### src/rtl/traffic_light_monitor_if.sv
`default_nettype none
// ============================================================================
// Module      : traffic_light_monitor_if
// Description : Signal bundle between a traffic-light sequencer (master) and
//               the downstream safety monitor (slave).
//               master drives : red_in, amber_in, green_in, clear_fault
//               slave drives  : red_out, amber_out, green_out, fault,
//                               fault_code[2:0], aspect[1:0],
//                               dwell_cnt[CNT_W-1:0]
// Revision    : 1.0 - initial release
// ============================================================================
interface traffic_light_monitor_if #(
  parameter int CNT_W = 8
);
  // Sequencer aspect request and software fault clear.
  logic             red_in;
  logic             amber_in;
  logic             green_in;
  logic             clear_fault;

  // Lamp drive and status from the monitor.
  logic             red_out;
  logic             amber_out;
  logic             green_out;
  logic             fault;
  logic [2:0]       fault_code;
  logic [1:0]       aspect;
  logic [CNT_W-1:0] dwell_cnt;

  modport master (
    output red_in, amber_in, green_in, clear_fault,
    input  red_out, amber_out, green_out, fault, fault_code, aspect, dwell_cnt
  );

  modport slave (
    input  red_in, amber_in, green_in, clear_fault,
    output red_out, amber_out, green_out, fault, fault_code, aspect, dwell_cnt
  );
endinterface
`default_nettype wire

### src/rtl/traffic_light_monitor.sv
`default_nettype none
// ============================================================================
// Module      : traffic_light_monitor
// Description : Safety stage behind the UK traffic-light sequencer. Samples
//               red/amber/green every clock, checks for legal aspects, legal
//               order (R -> R+A -> G -> A -> R) and dwell limits, and drives
//               the physical lamps one cycle later. Any violation latches a
//               fault code and forces red-only lamps until clear_fault.
// Ports       : clk          - system clock, rising edge
//               rst_n        - asynchronous active-low reset
//               bus (slave)  - red_in/amber_in/green_in/clear_fault in;
//                              red_out/amber_out/green_out, fault,
//                              fault_code, aspect, dwell_cnt out
// Revision    : 1.0 - initial release
// ============================================================================
module traffic_light_monitor #(
  parameter int MIN_DWELL = 1,
  parameter int MAX_DWELL = 16,
  parameter int CNT_W     = 8
) (
  input  wire                     clk,
  input  wire                     rst_n,
  traffic_light_monitor_if.slave  bus
);

  // Fault codes.
  localparam logic [2:0] CODE_NONE    = 3'd0;
  localparam logic [2:0] CODE_ILLEGAL = 3'd1;
  localparam logic [2:0] CODE_ORDER   = 3'd2;
  localparam logic [2:0] CODE_SHORT   = 3'd3;
  localparam logic [2:0] CODE_LONG    = 3'd4;

  // Aspect encodings.
  localparam logic [1:0] ASP_R  = 2'd0;
  localparam logic [1:0] ASP_RA = 2'd1;
  localparam logic [1:0] ASP_G  = 2'd2;
  localparam logic [1:0] ASP_A  = 2'd3;

  // Lamp pattern {r,a,g} for the safe (red-only) aspect.
  localparam logic [2:0] LAMPS_RED = 3'b100;

  localparam logic [CNT_W-1:0] DWELL_MIN = CNT_W'(MIN_DWELL);
  localparam logic [CNT_W-1:0] DWELL_MAX = CNT_W'(MAX_DWELL);
  localparam logic [CNT_W-1:0] DWELL_SAT = {CNT_W{1'b1}};
  localparam logic [CNT_W-1:0] DWELL_ONE = CNT_W'(1);

  typedef enum logic [1:0] {
    ST_INIT  = 2'd0,
    ST_RUN   = 2'd1,
    ST_FAULT = 2'd2
  } state_t;

  state_t           state;
  logic [2:0]       lamps;        // registered {red,amber,green} drive
  logic             fault;
  logic [2:0]       fault_code;
  logic [1:0]       aspect;
  logic [CNT_W-1:0] dwell_cnt;

  // --------------------------------------------------------------------------
  // Input decode
  // --------------------------------------------------------------------------
  logic [2:0] sample;
  logic       sample_legal;
  logic [1:0] sample_aspect;
  logic [1:0] successor;
  logic       aspect_changed;

  assign sample = {bus.red_in, bus.amber_in, bus.green_in};

  always_comb begin
    sample_legal  = 1'b1;
    sample_aspect = ASP_R;
    case (sample)
      3'b100:  sample_aspect = ASP_R;
      3'b110:  sample_aspect = ASP_RA;
      3'b001:  sample_aspect = ASP_G;
      3'b010:  sample_aspect = ASP_A;
      default: sample_legal  = 1'b0;
    endcase
  end

  // Two-bit add wraps A(3) back to R(0) naturally.
  assign successor      = aspect + 2'd1;
  assign aspect_changed = (sample_aspect != aspect);

  // --------------------------------------------------------------------------
  // Run-state checks, evaluated in priority order. Only meaningful when the
  // sample is legal; the illegal case is caught first.
  // --------------------------------------------------------------------------
  logic       run_fault;
  logic [2:0] run_code;

  always_comb begin
    run_fault = 1'b1;
    run_code  = CODE_NONE;
    if (!sample_legal) begin
      run_code = CODE_ILLEGAL;
    end else if (aspect_changed && (sample_aspect != successor)) begin
      run_code = CODE_ORDER;
    end else if (aspect_changed && (dwell_cnt < DWELL_MIN)) begin
      run_code = CODE_SHORT;
    end else if (!aspect_changed && (dwell_cnt == DWELL_MAX)) begin
      run_code = CODE_LONG;
    end else begin
      run_fault = 1'b0;
    end
  end

  // --------------------------------------------------------------------------
  // Control FSM with registered outputs
  // --------------------------------------------------------------------------
  always_ff @(posedge clk or negedge rst_n) begin
    if (!rst_n) begin
      state      <= ST_INIT;
      lamps      <= LAMPS_RED;
      fault      <= 1'b0;
      fault_code <= CODE_NONE;
      aspect     <= ASP_R;
      dwell_cnt  <= '0;
    end else begin
      case (state)
        ST_INIT: begin
          // Illegal samples are simply waited out here; no fault is raised
          // until the sequencer has produced one legal aspect.
          lamps <= LAMPS_RED;
          if (sample_legal) begin
            state     <= ST_RUN;
            aspect    <= sample_aspect;
            dwell_cnt <= DWELL_ONE;
            lamps     <= sample;
          end
        end

        ST_RUN: begin
          if (run_fault) begin
            // aspect and dwell_cnt deliberately keep their pre-fault values
            // so software can see what the sequencer was doing.
            state      <= ST_FAULT;
            fault      <= 1'b1;
            fault_code <= run_code;
            lamps      <= LAMPS_RED;
          end else begin
            lamps <= sample;
            if (aspect_changed) begin
              aspect    <= sample_aspect;
              dwell_cnt <= DWELL_ONE;
            end else if (dwell_cnt != DWELL_SAT) begin
              dwell_cnt <= dwell_cnt + DWELL_ONE;
            end
          end
        end

        ST_FAULT: begin
          lamps <= LAMPS_RED;
          if (bus.clear_fault) begin
            state      <= ST_INIT;
            fault      <= 1'b0;
            fault_code <= CODE_NONE;
            dwell_cnt  <= '0;
          end
        end

        default: begin
          // Unreachable encoding: fall back to the safe state.
          state <= ST_INIT;
          lamps <= LAMPS_RED;
        end
      endcase
    end
  end

  assign bus.red_out    = lamps[2];
  assign bus.amber_out  = lamps[1];
  assign bus.green_out  = lamps[0];
  assign bus.fault      = fault;
  assign bus.fault_code = fault_code;
  assign bus.aspect     = aspect;
  assign bus.dwell_cnt  = dwell_cnt;

endmodule
`default_nettype wire
### src/flat_wrapper.sv
// flat-port wrapper written by rule: the top's interface ports become plain ports
module traffic_light_monitor_flat 
#(
  parameter int MIN_DWELL = 1,
  parameter int MAX_DWELL = 16,
  parameter int CNT_W     = 8
)
  (clk, rst_n, bus_red_in, bus_amber_in, bus_green_in, bus_clear_fault, bus_red_out, bus_amber_out, bus_green_out, bus_fault, bus_fault_code, bus_aspect, bus_dwell_cnt);
  traffic_light_monitor_if #(.CNT_W(CNT_W)) bus_i ();
  input  wire clk;
  input  wire rst_n;
  input wire logic [$bits(bus_i.red_in)-1:0] bus_red_in;
  input wire logic [$bits(bus_i.amber_in)-1:0] bus_amber_in;
  input wire logic [$bits(bus_i.green_in)-1:0] bus_green_in;
  input wire logic [$bits(bus_i.clear_fault)-1:0] bus_clear_fault;
  output wire logic [$bits(bus_i.red_out)-1:0] bus_red_out;
  output wire logic [$bits(bus_i.amber_out)-1:0] bus_amber_out;
  output wire logic [$bits(bus_i.green_out)-1:0] bus_green_out;
  output wire logic [$bits(bus_i.fault)-1:0] bus_fault;
  output wire logic [$bits(bus_i.fault_code)-1:0] bus_fault_code;
  output wire logic [$bits(bus_i.aspect)-1:0] bus_aspect;
  output wire logic [$bits(bus_i.dwell_cnt)-1:0] bus_dwell_cnt;
  assign bus_i.red_in = bus_red_in;
  assign bus_i.amber_in = bus_amber_in;
  assign bus_i.green_in = bus_green_in;
  assign bus_i.clear_fault = bus_clear_fault;
  assign bus_red_out = bus_i.red_out;
  assign bus_amber_out = bus_i.amber_out;
  assign bus_green_out = bus_i.green_out;
  assign bus_fault = bus_i.fault;
  assign bus_fault_code = bus_i.fault_code;
  assign bus_aspect = bus_i.aspect;
  assign bus_dwell_cnt = bus_i.dwell_cnt;
  traffic_light_monitor #(.MIN_DWELL(MIN_DWELL), .MAX_DWELL(MAX_DWELL), .CNT_W(CNT_W)) u_core (.clk(clk), .rst_n(rst_n), .bus(bus_i));
endmodule
### config.mk
export PLATFORM = sky130hd
export DESIGN_NAME = traffic_light_monitor_flat
export DESIGN_NICKNAME = d
export VERILOG_FILES = /design/src/rtl/traffic_light_monitor_if.sv /design/src/rtl/traffic_light_monitor.sv /design/src/flat_wrapper.sv
export SDC_FILE = /design/constraint.sdc
export NUM_CORES = 1
export LEC_CHECK = 0
export BUFFER_PORTS_ARGS = -buffer_cell sky130_fd_sc_hd__buf_4
export CAP_MARGIN = 5
export CORE_ASPECT_RATIO = 0.8
export CORE_UTILIZATION = 50
export CTS_CLUSTER_DIAMETER = 80
export CTS_CLUSTER_SIZE = 10
export DETAILED_ROUTE_END_ITERATION = 6
export GPL_ROUTABILITY_DRIVEN = 0
export PLACE_DENSITY = 0.83
export SLEW_MARGIN = 10
export SYNTH_ARGS = -nofsm -noshare
export SYNTH_HDL_FRONTEND = slang
export SYNTH_SLANG_ARGS = --single-unit
### constraint.sdc
create_clock -name clk -period 3.1 [get_ports clk]
set_clock_uncertainty 0.15 [all_clocks]
set_input_delay 0.62 -clock clk [delete_from_list [all_inputs] [get_ports clk]]
set_output_delay 0.62 -clock clk [all_outputs]
set_load 0.005 [all_outputs]
# After elaboration in Yosys (flattened, before gate mapping)
# Index checks and enable logic that the tools add are counted.
[word_totals]
input_bits = 6
regBits = 19
[op_classes]
n_eq_ne = 16
muxes = 33
n_reduce_logical = 13
n_addsub = 2
magnitude_cmp = 1
[ops]
columns = ["op", "n"]
rows = [
  ["2-to-1 mux 8 bit", 5],
  ["2-to-1 mux 3 bit", 8],
  ["case mux 8 bit (3 select lines)", 1],
  ["2-to-1 mux 2 bit", 6],
  ["case mux 2 bit (3 select lines)", 2],
  ["case mux 3 bit (2 select lines)", 2],
  ["adder 8 x 1 -> 8 bit (second input constant)", 1],
  ["== test 8 x 5 -> 1 bit (second input constant)", 1],
  ["< comparator 8 x 1 -> 1 bit (second input constant)", 1],
  ["!= test 8 bit (second input constant)", 1],
  ["2-to-1 mux 1 bit", 7],
  ["== test 3 bit (second input constant)", 2],
  ["!= test 2 x 1 -> 1 bit (second input constant)", 3],
  ["AND reduction 3 bit", 2],
  ["AND reduction 5 bit", 1],
  ["!= test 2 bit", 2],
  ["!= test 2 bit (second input constant)", 2],
  ["case mux 2 bit (2 select lines)", 1],
  ["AND reduction 4 bit", 1],
  ["nonzero test 2 bit", 2],
  ["OR reduction 4 bit", 1],
  ["== test 3 x 1 -> 1 bit (second input constant)", 1],
  ["== test 3 x 2 -> 1 bit (second input constant)", 1],
  ["logical AND 1 bit", 3],
  ["8 further kinds", 8],
]

# Logic depth before layout (Yosys ltp)
# Gate-level depths: netlist (run 1).
[depth]
depth_word = 11
mapped_depth = 9

# Least setup slack after synthesis (run 1)
# No wires, ideal clock.
[synth_path]
kind = "reg2reg"
start = "register u_core.dwell_cnt[0], in the netlist u_core.bus.dwell_cnt[0]"
end = "register u_core.fault_code[1], in the netlist u_core.bus.fault_code[1]"
slack_ns = 0.165
required_ns = 2.832
arrival_ns = 2.667
n_path_buf = 1
path_stages_with_launch = 10
setup_time_ns = 0.118
path_cell_list = "dfrtp_1 inv_1 ha_1 or4b_1 or4b_4 or3_4 and3_1 buf_6 a211o_1 a21o_1"
[synth_between]
elab_chain_len = 8
[synth_rtl]
columns = ["item", "line_no", "text"]
rows = [
  ["start, declared", "traffic_light_monitor.sv:58", "logic [CNT_W-1:0] dwell_cnt;"],
  ["start signal, assigned", "traffic_light_monitor.sv:149", "dwell_cnt <= dwell_cnt + DWELL_ONE;"],
  ["parallel branches: the longest is 8 deep, another holds < comparator 8 x 1 -> 1 bit", "-", ""],
  ["end signal, assigned", "traffic_light_monitor.sv:141", "fault_code <= run_code;"],
  ["end, declared", "traffic_light_monitor.sv:56", "logic [2:0] fault_code;"],
]
# Parallel ways; which one is timed is not known. The select of a mux whose other input is x is not followed.
# A chain may end at the register's enable or synchronous reset.

# Worst setup path after layout (run 1)
[layout_path]
start = "register u_core.dwell_cnt[1], in the netlist u_core.bus.dwell_cnt[1]"
end = "register u_core.fault_code[2], in the netlist u_core.bus.fault_code[2]"
[layout_between]
elab_chain_len = 8
[layout_rtl]
columns = ["item"]
rows = [
  ["parallel branches: the longest is 8 deep, another holds < comparator 8 x 1 -> 1 bit"],
]
# Parallel ways; which one is timed is not known. The select of a mux whose other input is x is not followed.

==> reports/metrics.cfg, run 1 <==
[sta]
hold_viol=0
min_period_ns=2.99
grt_setup_unrepaired=false
clock.fmax_ghz=0.334
setup_tns_ns=0
relSlewSlack_pct=61.2
drv_slew=0
fin_crit_sh_pct=96.5
tightestPinTransition_ns=0.583
setup_violations=0

[global_routing]
antenna_found_initial=0
grt_usage_pct=24.7
grt_pass1_wl_mm=5.53
grt_max_degree=20
busiest_layer=met1
grt_overflow=0
use_met2_pct=34.6
grtUsageMet1_pct=36.6
met3_usage_pct=6.63
grt_pass1_vias=1219

[floorplan]
core_um2=2560
rows=16
die_y_um=49.4
ios=23
dieArea_um2=3030
start_util_pct=54.9
die_x_um=61.3

[cts]
clock-sinks=19
root_buffer=clkbuf_4
clk_latency_ns=0.29
post_cts_resized=0
clk_pin_slew_worst_paths_ns=0.10
clockBufferDepth=2
ctsHoldBuffers=0
cts_tree=built
cts_buffers=3
postCtsSetupBuffers=0
htreeDepth=1

[detailed_routing]
drc_errors=0
drt-initial-drc-count=77
vias=1370
firstDrtPassIters=4
totalWireLength_mm=3.33
wl_per_cell_um=15.2
ant_nets=0
viasPerCell=6.23

[finish]
diodes=0
area_growth_pct=17.3
nFillCells=243
final_nets=197
drive_gt1_share_pct=21.2

[place]
dp_hpwl_mm=2.52
numPortBuffers=22

[synth]
synth_compound_area_share_pct=27.1
synthesis.nets=172
muxShareOfSynthArea_pct=1.60
syn_area_um2=1410
synthCells=160
yosysMostFrequentCell=dfrtp_1
synth_commonest_cells=dfrtp_1 (18), nor2_1 (14), inv_1 (10), nand2_1 (10), nand3_1 (9)
ys_seq_area_share_pct=33.9
synthSimpleGateAreaFrac_pct=24.2
synth_cell_types=51
post-synth-top-area-fraction_pct=32.0
synth_top_family_by_area=compound AO/OA/AOI/OAI gates
yosysWarnings=0
synth_fa_ha_area_share_pct=5.34
ys_ff_latch=19
synth.avg_cell_area_um2=8.79
synth-edff-count=0
synth_xor_area_share_pct=2.49
synth.largest_area_cell=dfrtp_1
synth_ff_type=dfrtp_1
async_reset_ff_share_pct=100
synth_area_leaders=dfrtp_1 (32%), ha_1 (5.3%), nor2_1 (3.7%), nand3_1 (3.2%), a22o_1 (3.1%)

[critical_path]
end_kind=flip-flop
regToRegStartpoint=u_core.bus.dwell_cnt[1]
ff2ff_setup_slack_ns=0.11
cp.arrival_ns=3.04
crit_fanout=7
r2r_end=u_core.bus.fault_code[2]
critPathLaunchType=flip-flop
required_ns=3.15
timing_worst_setup_path_type=flip-flop to flip-flop
worst-r2r-cell-count=8

[power_and_ir_drop]
switching_power_uw=503
comb_power_share_pct=56.7
leakage_nw=0.747
power_mw=1.14
ir_drop_mv=0.445
swShare_pct=44.1
internal_power_uw=637
clkPwrFrac_pct=10.9
power_density_nw_per_um2=691
seqPwrFrac_pct=32.4

[outcome]
outcome=complete, no violations

[worst_hold_path]
worstHoldPathType=primary input to asynchronous set/reset pin

[flow_run]
cap_violations=0

-- power groups by stage --
stage | Sequential, mW | Clock (mW) | Combinational [mW]
3_5_place_dp | 0.374 | 0 | 0.639
6_report | 0.369 | 0.124 | 0.646
2_1_floorplan | 0.349 | 0 | 0.457
3_3_place_gp | 0.368 | 0 | 0.618
4_1_cts | 0.370 | 0.130 | 0.642
5_1_grt | 0.379 | 0.143 | 0.713
-- area by class of cell --
cell class | count | area (um2) | share of cell area (%)
timing repair buffer | 28 | 210 | 12.7
tap | 36 | 45.0 | 2.73
clock buffer | 4 | 26.3 | 1.59
inverter | 10 | 37.5 | 2.27
multi-input combinational | 123 | 855 | 51.8
sequential | 19 | 477 | 28.9
-- kinds of logic after synthesis --
group | count (synthesis)
buffers and inverters | 18
XOR/XNOR | 4
flip-flops | 19
multiplexers | 2
AO/OA/AOI/OAI | 49
adder cells (fa/ha/maj) | 6
AND/OR/NAND/NOR | 62
-- worst max-delay path by stage --
stage	startpoint	to	cells after the start	slack [ns]
detailed placement	u_core.bus.dwell_cnt[1]	u_core.bus.fault_code[2]	8	0.13
CTS	u_core.bus.dwell_cnt[1]	u_core.bus.fault_code[2]	8	0.11
finish	u_core.bus.dwell_cnt[1]	u_core.bus.fault_code[2]	8	0.11
global placement	bus_amber_in	u_core.bus.aspect[1]	7	0.20
floorplan	u_core.bus.dwell_cnt[0]	u_core.bus.fault_code[1]	9	0.17
global route	u_core.bus.dwell_cnt[0]	u_core.bus.fault_code[2]	8	0.01
-- per-stage QoR --
| step | instances | hold WS (ns) | utilization (%) | setup slack, ns | area (um2) |
|---|---|---|---|---|---|
| after global routing | 220 | 0.0214 | 64.4 | 0.0128 | 1650 |
| final | 220 | 0.0268 | 64.4 | 0.108 | 1650 |
| after detailed placement | 216 | 0.338 | 63.4 | 0.127 | 1620 |
| after floorplan | 160 | 0.174 | - | 0.165 | 1410 |
| after CTS | 220 | 0.0308 | 64.4 | 0.111 | 1650 |
| after global placement | 216 | 0.316 | 63.4 | 0.202 | 1620 |
-- cell usage in the layout (no fill, tap or decap), types with 2 or more instances in the layout --
master / synthesis / routed
inv_1: 10 / 10
o211ai_1: 4 / 4
ha_1: 6 / 6
a221o_1: 2 / 2
nor2b_1: 3 / 3
nor4_1: 3 / 3
dfrtp_1: 18 / 18
nand2b_1: 4 / 4
nor2_1: 14 / 14
mux2_2: 2 / 2
and3b_1: 2 / 2
nand3_1: 9 / 9
a22o_1: 5 / 5
a21o_1: 3 / 3
clkbuf_4: 0 / 3
o21ai_0: 7 / 7
a311oi_1: 2 / 2
o21a_1: 4 / 4
nand4_1: 3 / 3
a211o_1: 3 / 3
nor3b_1: 2 / 2
nor3_1: 3 / 3
o41ai_1: 2 / 2
nand2_1: 10 / 10
or4_1: 2 / 2
xnor2_1: 2 / 2
a21oi_1: 3 / 3
and3_1: 2 / 2
xor2_1: 2 / 2
buf_4: 0 / 28
-- sequential cells by signal (all words and copies together) (netlist names) --
name / cells
u_core.bus.fault: 1
u_core.bus.dwell_cnt: 8
u_core.lamps: 3
u_core.bus.fault_code: 3
u_core.state: 2
u_core.bus.aspect: 2
-- routing by layer --
layer  up-vias  part of all wire [%]
met5         -                     0
met4         0                  0.81
met3         4                   8.7
met2        62                    45
met1       655                    46
li1        649                     -
-- critical path, cell delays in order, from the launching register on --
cell     delay (ns)
dfrtp_1        0.43
inv_1          0.07
ha_1           0.13
or4b_1         0.46
or4b_4         0.51
or3_4          0.36
and3_1         0.27
a211o_1        0.34
a21o_1         0.18
(Power assumes the default switching activity.)
==> run 2: changes to the inputs <==
- ABC_AREA: not set -> 1
==> run 2 against run 1 <==
Power shrank 4.8%. Area after synthesis fell by 4.0%. Highest routed layer unchanged. Sequential share of layout area increased by 1.9 points. Sequential cell count unchanged. Critical path depth up 5. Combinational power down 7.0%. Worst hold slack barely moved. First-iteration DRC count grew 12%. Wire length shrank 12%. Via count decreased by 9.3%. Cell area is 6.2% lower.
==> reports/metrics.cfg, run 2 <==
[critical_path]
timing_worst_setup_path_type=primary input to flip-flop
crit_buf_inv=3
crit_slowest_cell=o21ai_4
critPathLaunchType=primary input
cpLargestDelayFamily=simple AND/OR/NAND/NOR gates
required_ns=3.14
crit_fanout=13
ff2ff_setup_slack_ns=1.04
crit_chain=buf_4 > inv_2 > nand2_2 > nand2_2 > nand2_1 > inv_2 > nand3_2 > nand2_2 > nand2_4 > o21ai_4 > nand3_2 > nand2_1 > nand2_1
end_kind=flip-flop
cp.arrival_ns=2.16
slowest_delay_ns=0.30

[synth]
yosysMostFrequentCell=nand2_1
synth.avg_cell_area_um2=7.54
synth.largest_area_cell=dfrtp_1
synthCells=179
yosysWarnings=0
synth-edff-count=0
synth_area_leaders=dfrtp_1 (33%), nand2_1 (12%), nand4_1 (7.0%), ha_1 (5.6%), nand3_1 (5.6%)
synth_commonest_cells=nand2_1 (44), inv_1 (19), dfrtp_1 (18)
synth_ff_type=dfrtp_1
ys_seq_area_share_pct=35.3
syn_area_um2=1350
synthesis.nets=191
synth_cell_types=26
async_reset_ff_share_pct=100
post-synth-top-area-fraction_pct=33.4
ys_ff_latch=19

[cts]
clockBufferDepth=2
clock-sinks=19
cts_tree=built
clk_latency_ns=0.29
root_buffer=clkbuf_4
cts_buffers=3
ctsHoldBuffers=0
post_cts_resized=0
clk_pin_slew_worst_paths_ns=0.10
postCtsSetupBuffers=0
htreeDepth=1

[place]
numPortBuffers=22
placed_area_um2=1520
preCtsSetupSlack_ns=0.664
dp_hpwl_mm=2.33
place_inst=233

[detailed_routing]
ant_nets=0
totalWireLength_mm=2.92
drc_errors=0
viasPerCell=5.24
vias=1242
wl_per_cell_um=12.3
firstDrtPassIters=4
drt-initial-drc-count=86

[floorplan]
die_y_um=48.5
dieArea_um2=2910
core_um2=2500
die_x_um=60.1
start_util_pct=54.0
rows=16
ios=23

[sta]
setup_tns_ns=0
hold_viol=0
grt_setup_unrepaired=false
setup_violations=0
drv_slew=0
min_period_ns=2.12
tightestPinTransition_ns=0.465
fin_crit_sh_pct=68.4
clock.fmax_ghz=0.472
holdWs_ns=0.0269
relSlewSlack_pct=69.0
setup_ws_ns=0.980

[finish]
top_regs=u_core.bus.dwell_cnt: 8 flops, u_core.bus.fault_code: 3 flops, u_core.lamps: 3 flops
registers.top_by_ff_count=u_core.bus.dwell_cnt
largest_reg_flops=8
diodes=0
area_growth_pct=14.6
post-route-util_pct=61.9
layout_commonest_cell=nand2_1
drive_gt1_share_pct=25.4
final_cells=237
final_nets=214
multi_input_area_um2=744
final_cell_mix=nand2_1 (44), buf_4 (22), inv_1 (19)
nFillCells=245
ff_latch_area_um2=477
finalInstanceArea_um2=1550

[power_and_ir_drop]
power_mw=1.08
seqPwrFrac_pct=33.2
swShare_pct=46.9
switching_power_uw=509
ir_drop_mv=0.279
clkPwrFrac_pct=11.4
comb_power_share_pct=55.4
power_density_nw_per_um2=701
leakage_nw=0.801
internal_power_uw=576

[global_routing]
grt_max_degree=20
antenna_found_initial=0
grt_pass1_wl_mm=5.12
grt_pass1_vias=1236
grt_overflow=0
grt_usage_pct=23.3

[outcome]
outcome=complete, no violations

[worst_hold_path]
worstHoldPathType=primary input to asynchronous set/reset pin

[flow_run]
cap_violations=0

-- run 2: worst paths after layout --
check / start / endpoint / cells after the start
hold reg to reg: u_core.bus.fault_code[1] / u_core.bus.fault_code[1] / 2
hold / removal: rst_n / u_core.bus.dwell_cnt[4] / 1
setup / recovery: bus_green_in / u_core.bus.dwell_cnt[6] / 13
setup reg to reg: u_core.bus.dwell_cnt[0] / u_core.bus.dwell_cnt[6] / 10
min in group clk: u_core.bus.fault_code[1] / u_core.bus.fault_code[1] / 2
max in group asynchronous: rst_n / u_core.lamps[2] / 1
-- run 2: cell type report --
type / count / area share (%)
Multi-Input combinational cell: 132 / 48.1
Sequential cell: 19 / 30.8
Timing Repair Buffer: 22 / 10.7
Inverter: 24 / 5.82
Tap cell: 36 / 2.91
Clock buffer: 4 / 1.70
-- run 2: routing by layer --
layer / track usage, % / up-vias / routed length [um]
met2: 38.1 / 32 / 1400
met4: 7.75 / 0 / 19
li1: - / 625 / -
met1: 28.6 / 583 / 1340
met5: 0 / - / 0
met3: 7.49 / 2 / 161
-- run 2: logic make-up after synthesis --
logic type	after synthesis	synth area share [%]
simple gates	113	42.0
buf+inv	28	9.55
flops	19	35.3
compound gates	8	4.36
fa+ha+maj	6	5.56
xor+xnor	5	3.24
-- run 2: power by group through the flow --
stage	registers (mW)	clock network, mW	logic (mW)
finish	0.360	0.124	0.601
global route	0.370	0.141	0.682
CTS	0.359	0.131	0.604
detailed placement	0.365	0	0.602
global placement	0.361	0	0.574
floorplan	0.361	0	0.452
==> run 3: changes to the inputs <==
- ABC_AREA: 1 -> 0
- clock period: 3.1 -> 1.8 ns (I/O delays scaled with it)
==> run 3 against run 2 <==
The run now ends with negative setup slack left. Critical path type is now flip-flop to flip-flop. Sequential power up 68%. Setup slack got worse by 2.1 ns. Register-to-register slack worse by 2.2 ns. Count of clock-buffer cells in the layout unchanged. Largest power group unchanged. Highest routed layer unchanged.
==> reports/metrics.cfg, run 3 (synthesis results as in run 1) <==
[outcome]
outcome=finished with violations
violations=negative setup slack

[critical_path]
crit_chain=inv_2 > ha_4 > or4b_4 > or4b_4 > or3_4 > nand4_1 > nor2_1 > a221o_1
worst-r2r-cell-count=8
timing_worst_setup_path_type=flip-flop to flip-flop
slowest_delay_ns=0.50
required_ns=1.85
crit_buf_inv=1
crit_slowest_cell=or4b_4
cpLargestDelayFamily=simple AND/OR/NAND/NOR gates
regToRegStartpoint=u_core.bus.dwell_cnt[0]
cp.arrival_ns=2.98
critPathLaunchType=flip-flop
crit_fanout=5
end_kind=flip-flop
r2r_end=u_core.bus.dwell_cnt[7]
crit_path_frequent_cell=or4b_4
ff2ff_setup_slack_ns=-1.13

[detailed_routing]
drc_errors=0
totalWireLength_mm=4.96
wl_per_cell_um=18.7
vias=1681
firstDrtPassIters=7
viasPerCell=6.32
drt-initial-drc-count=133
ant_nets=0

[finish]
diodes=0
registers.top_by_ff_count=u_core.bus.dwell_cnt
layout_commonest_cell=buf_4
post-route-util_pct=82.1
area_growth_pct=49.6
final_nets=243
finalInstanceArea_um2=2100
drive_gt1_share_pct=44.3
largest_reg_flops=8
final_cell_mix=buf_4 (72), dfrtp_1 (18), nor2_1 (14)
final_cells=266
top_regs=u_core.bus.dwell_cnt: 8 flops, u_core.bus.fault_code: 3 flops, u_core.lamps: 3 flops

[cts]
clockBufferDepth=2
htreeDepth=1
cts_buffers=3
clk_latency_ns=0.31
clock-sinks=19
clk_pin_slew_worst_paths_ns=0.11
cts_tree=built
root_buffer=clkbuf_4

[global_routing]
grt_pass1_vias=1561
antenna_found_initial=0
busiest_layer=met2
use_met2_pct=54.3
grtUsageMet1_pct=43.3
grt_pass1_wl_mm=7.33
grt_max_degree=20
grt_usage_pct=32.6
met3_usage_pct=7.69
grt_overflow=0

[worst_hold_path]
hold_depth=4
hold_start=bus_red_in
holdPathEnd=u_core.lamps[2]
worstHoldPathType=primary input to flip-flop

[power_and_ir_drop]
leakage_nw=0.991
clkPwrFrac_pct=8.4
power_density_nw_per_um2=1250
power_mw=2.62
seqPwrFrac_pct=23.0
internal_power_mw=1.47
swShare_pct=44.0
switching_power_mw=1.15
ir_drop_mv=0.857
comb_power_share_pct=68.5

[sta]
setup_ws_ns=-1.13
relSlewSlack_pct=64.2
tightestPinTransition_ns=0.535
grt_setup_unrepaired=true
drv_slew=0
fin_crit_sh_pct=163
min_period_ns=2.93
setup_tns_ns=-19.48
holdWs_ns=0.289
hold_viol=0
clock.fmax_ghz=0.341
setup_violations=19

[floorplan]
die_y_um=49.4
dieArea_um2=3030
rows=16
die_x_um=61.3
ios=23
core_um2=2560
start_util_pct=54.9

[place]
numPortBuffers=22
dp_hpwl_mm=3.25
place_inst=259
placed_area_um2=1960
preCtsSetupSlack_ns=-1.09

[flow_run]
cap_violations=0

==> run 3: cell types whose count changed in the layout (fill, tap and decap cells not counted), moves of 5 or more <==
cell and delta:
nand2_2 -9, nand4_1 -12, inv_1 -11, nand3_2 -6
buf_4 +50, nand2_1 -35, a22o_1 +5, nand3_1 -7
==> run 3: cell type report <==
class,count,area (um2)
timing repair buffer,74,562
fill,152,459
sequential,19,477
multi-input combinational,123,956
clock buffer,4,26.3
tap,36,45.0
inverter,10,37.5
==> run 3: what timing repair did <==
item | 4_1_cts | 5_1_grt
buffers inserted | 1 | 1
pin swaps | 7 | 7
hold buffers | 1 | 0
hold endpoints to repair | 18 | 0
endpoints found under the setup margin | 19 | 19
gates resized for setup | 10 | 15
==> run 3: per-layer routing <==
metal	wire, um	vias up
met1	1900	781
li1	-	751
met3	550	25
met2	2340	124
met4	170	0
met5	0	-
==> run 3: worst reg2reg max path: stages (launching register included) <==
cell     delay [ns]
dfrtp_1        0.41
inv_2          0.09
ha_4           0.12
or4b_4         0.45
or4b_4         0.50
or3_4          0.38
nand4_1        0.28
nor2_1         0.14
a221o_1        0.30
==> run 3: worst max-delay path by stage <==
stage          depth (start not counted)               startpoint  slack (ns)                        to
5_1_grt                                9  u_core.bus.dwell_cnt[1]       -1.18   u_core.bus.dwell_cnt[3]
3_3_place_gp                           8  u_core.bus.dwell_cnt[0]       -1.00      u_core.bus.aspect[0]
4_1_cts                                8  u_core.bus.dwell_cnt[1]       -1.06      u_core.bus.aspect[0]
3_5_place_dp                           8  u_core.bus.dwell_cnt[0]       -1.09      u_core.bus.aspect[0]
6_report                               8  u_core.bus.dwell_cnt[0]       -1.13   u_core.bus.dwell_cnt[7]
2_1_floorplan                          9  u_core.bus.dwell_cnt[0]       -1.13  u_core.bus.fault_code[1]
==> run 3: power by group through the flow <==
| stage | clock network (mW) | logic [mW] | registers (mW) |
|---|---|---|---|
| 3_3_place_gp | 0 | 1.44 | 0.599 |
| 3_5_place_dp | 0 | 1.50 | 0.605 |
| 2_1_floorplan | 0 | 0.806 | 0.601 |
| 4_1_cts | 0.222 | 1.57 | 0.596 |
| 5_1_grt | 0.237 | 1.92 | 0.615 |
| 6_report | 0.221 | 1.80 | 0.604 |
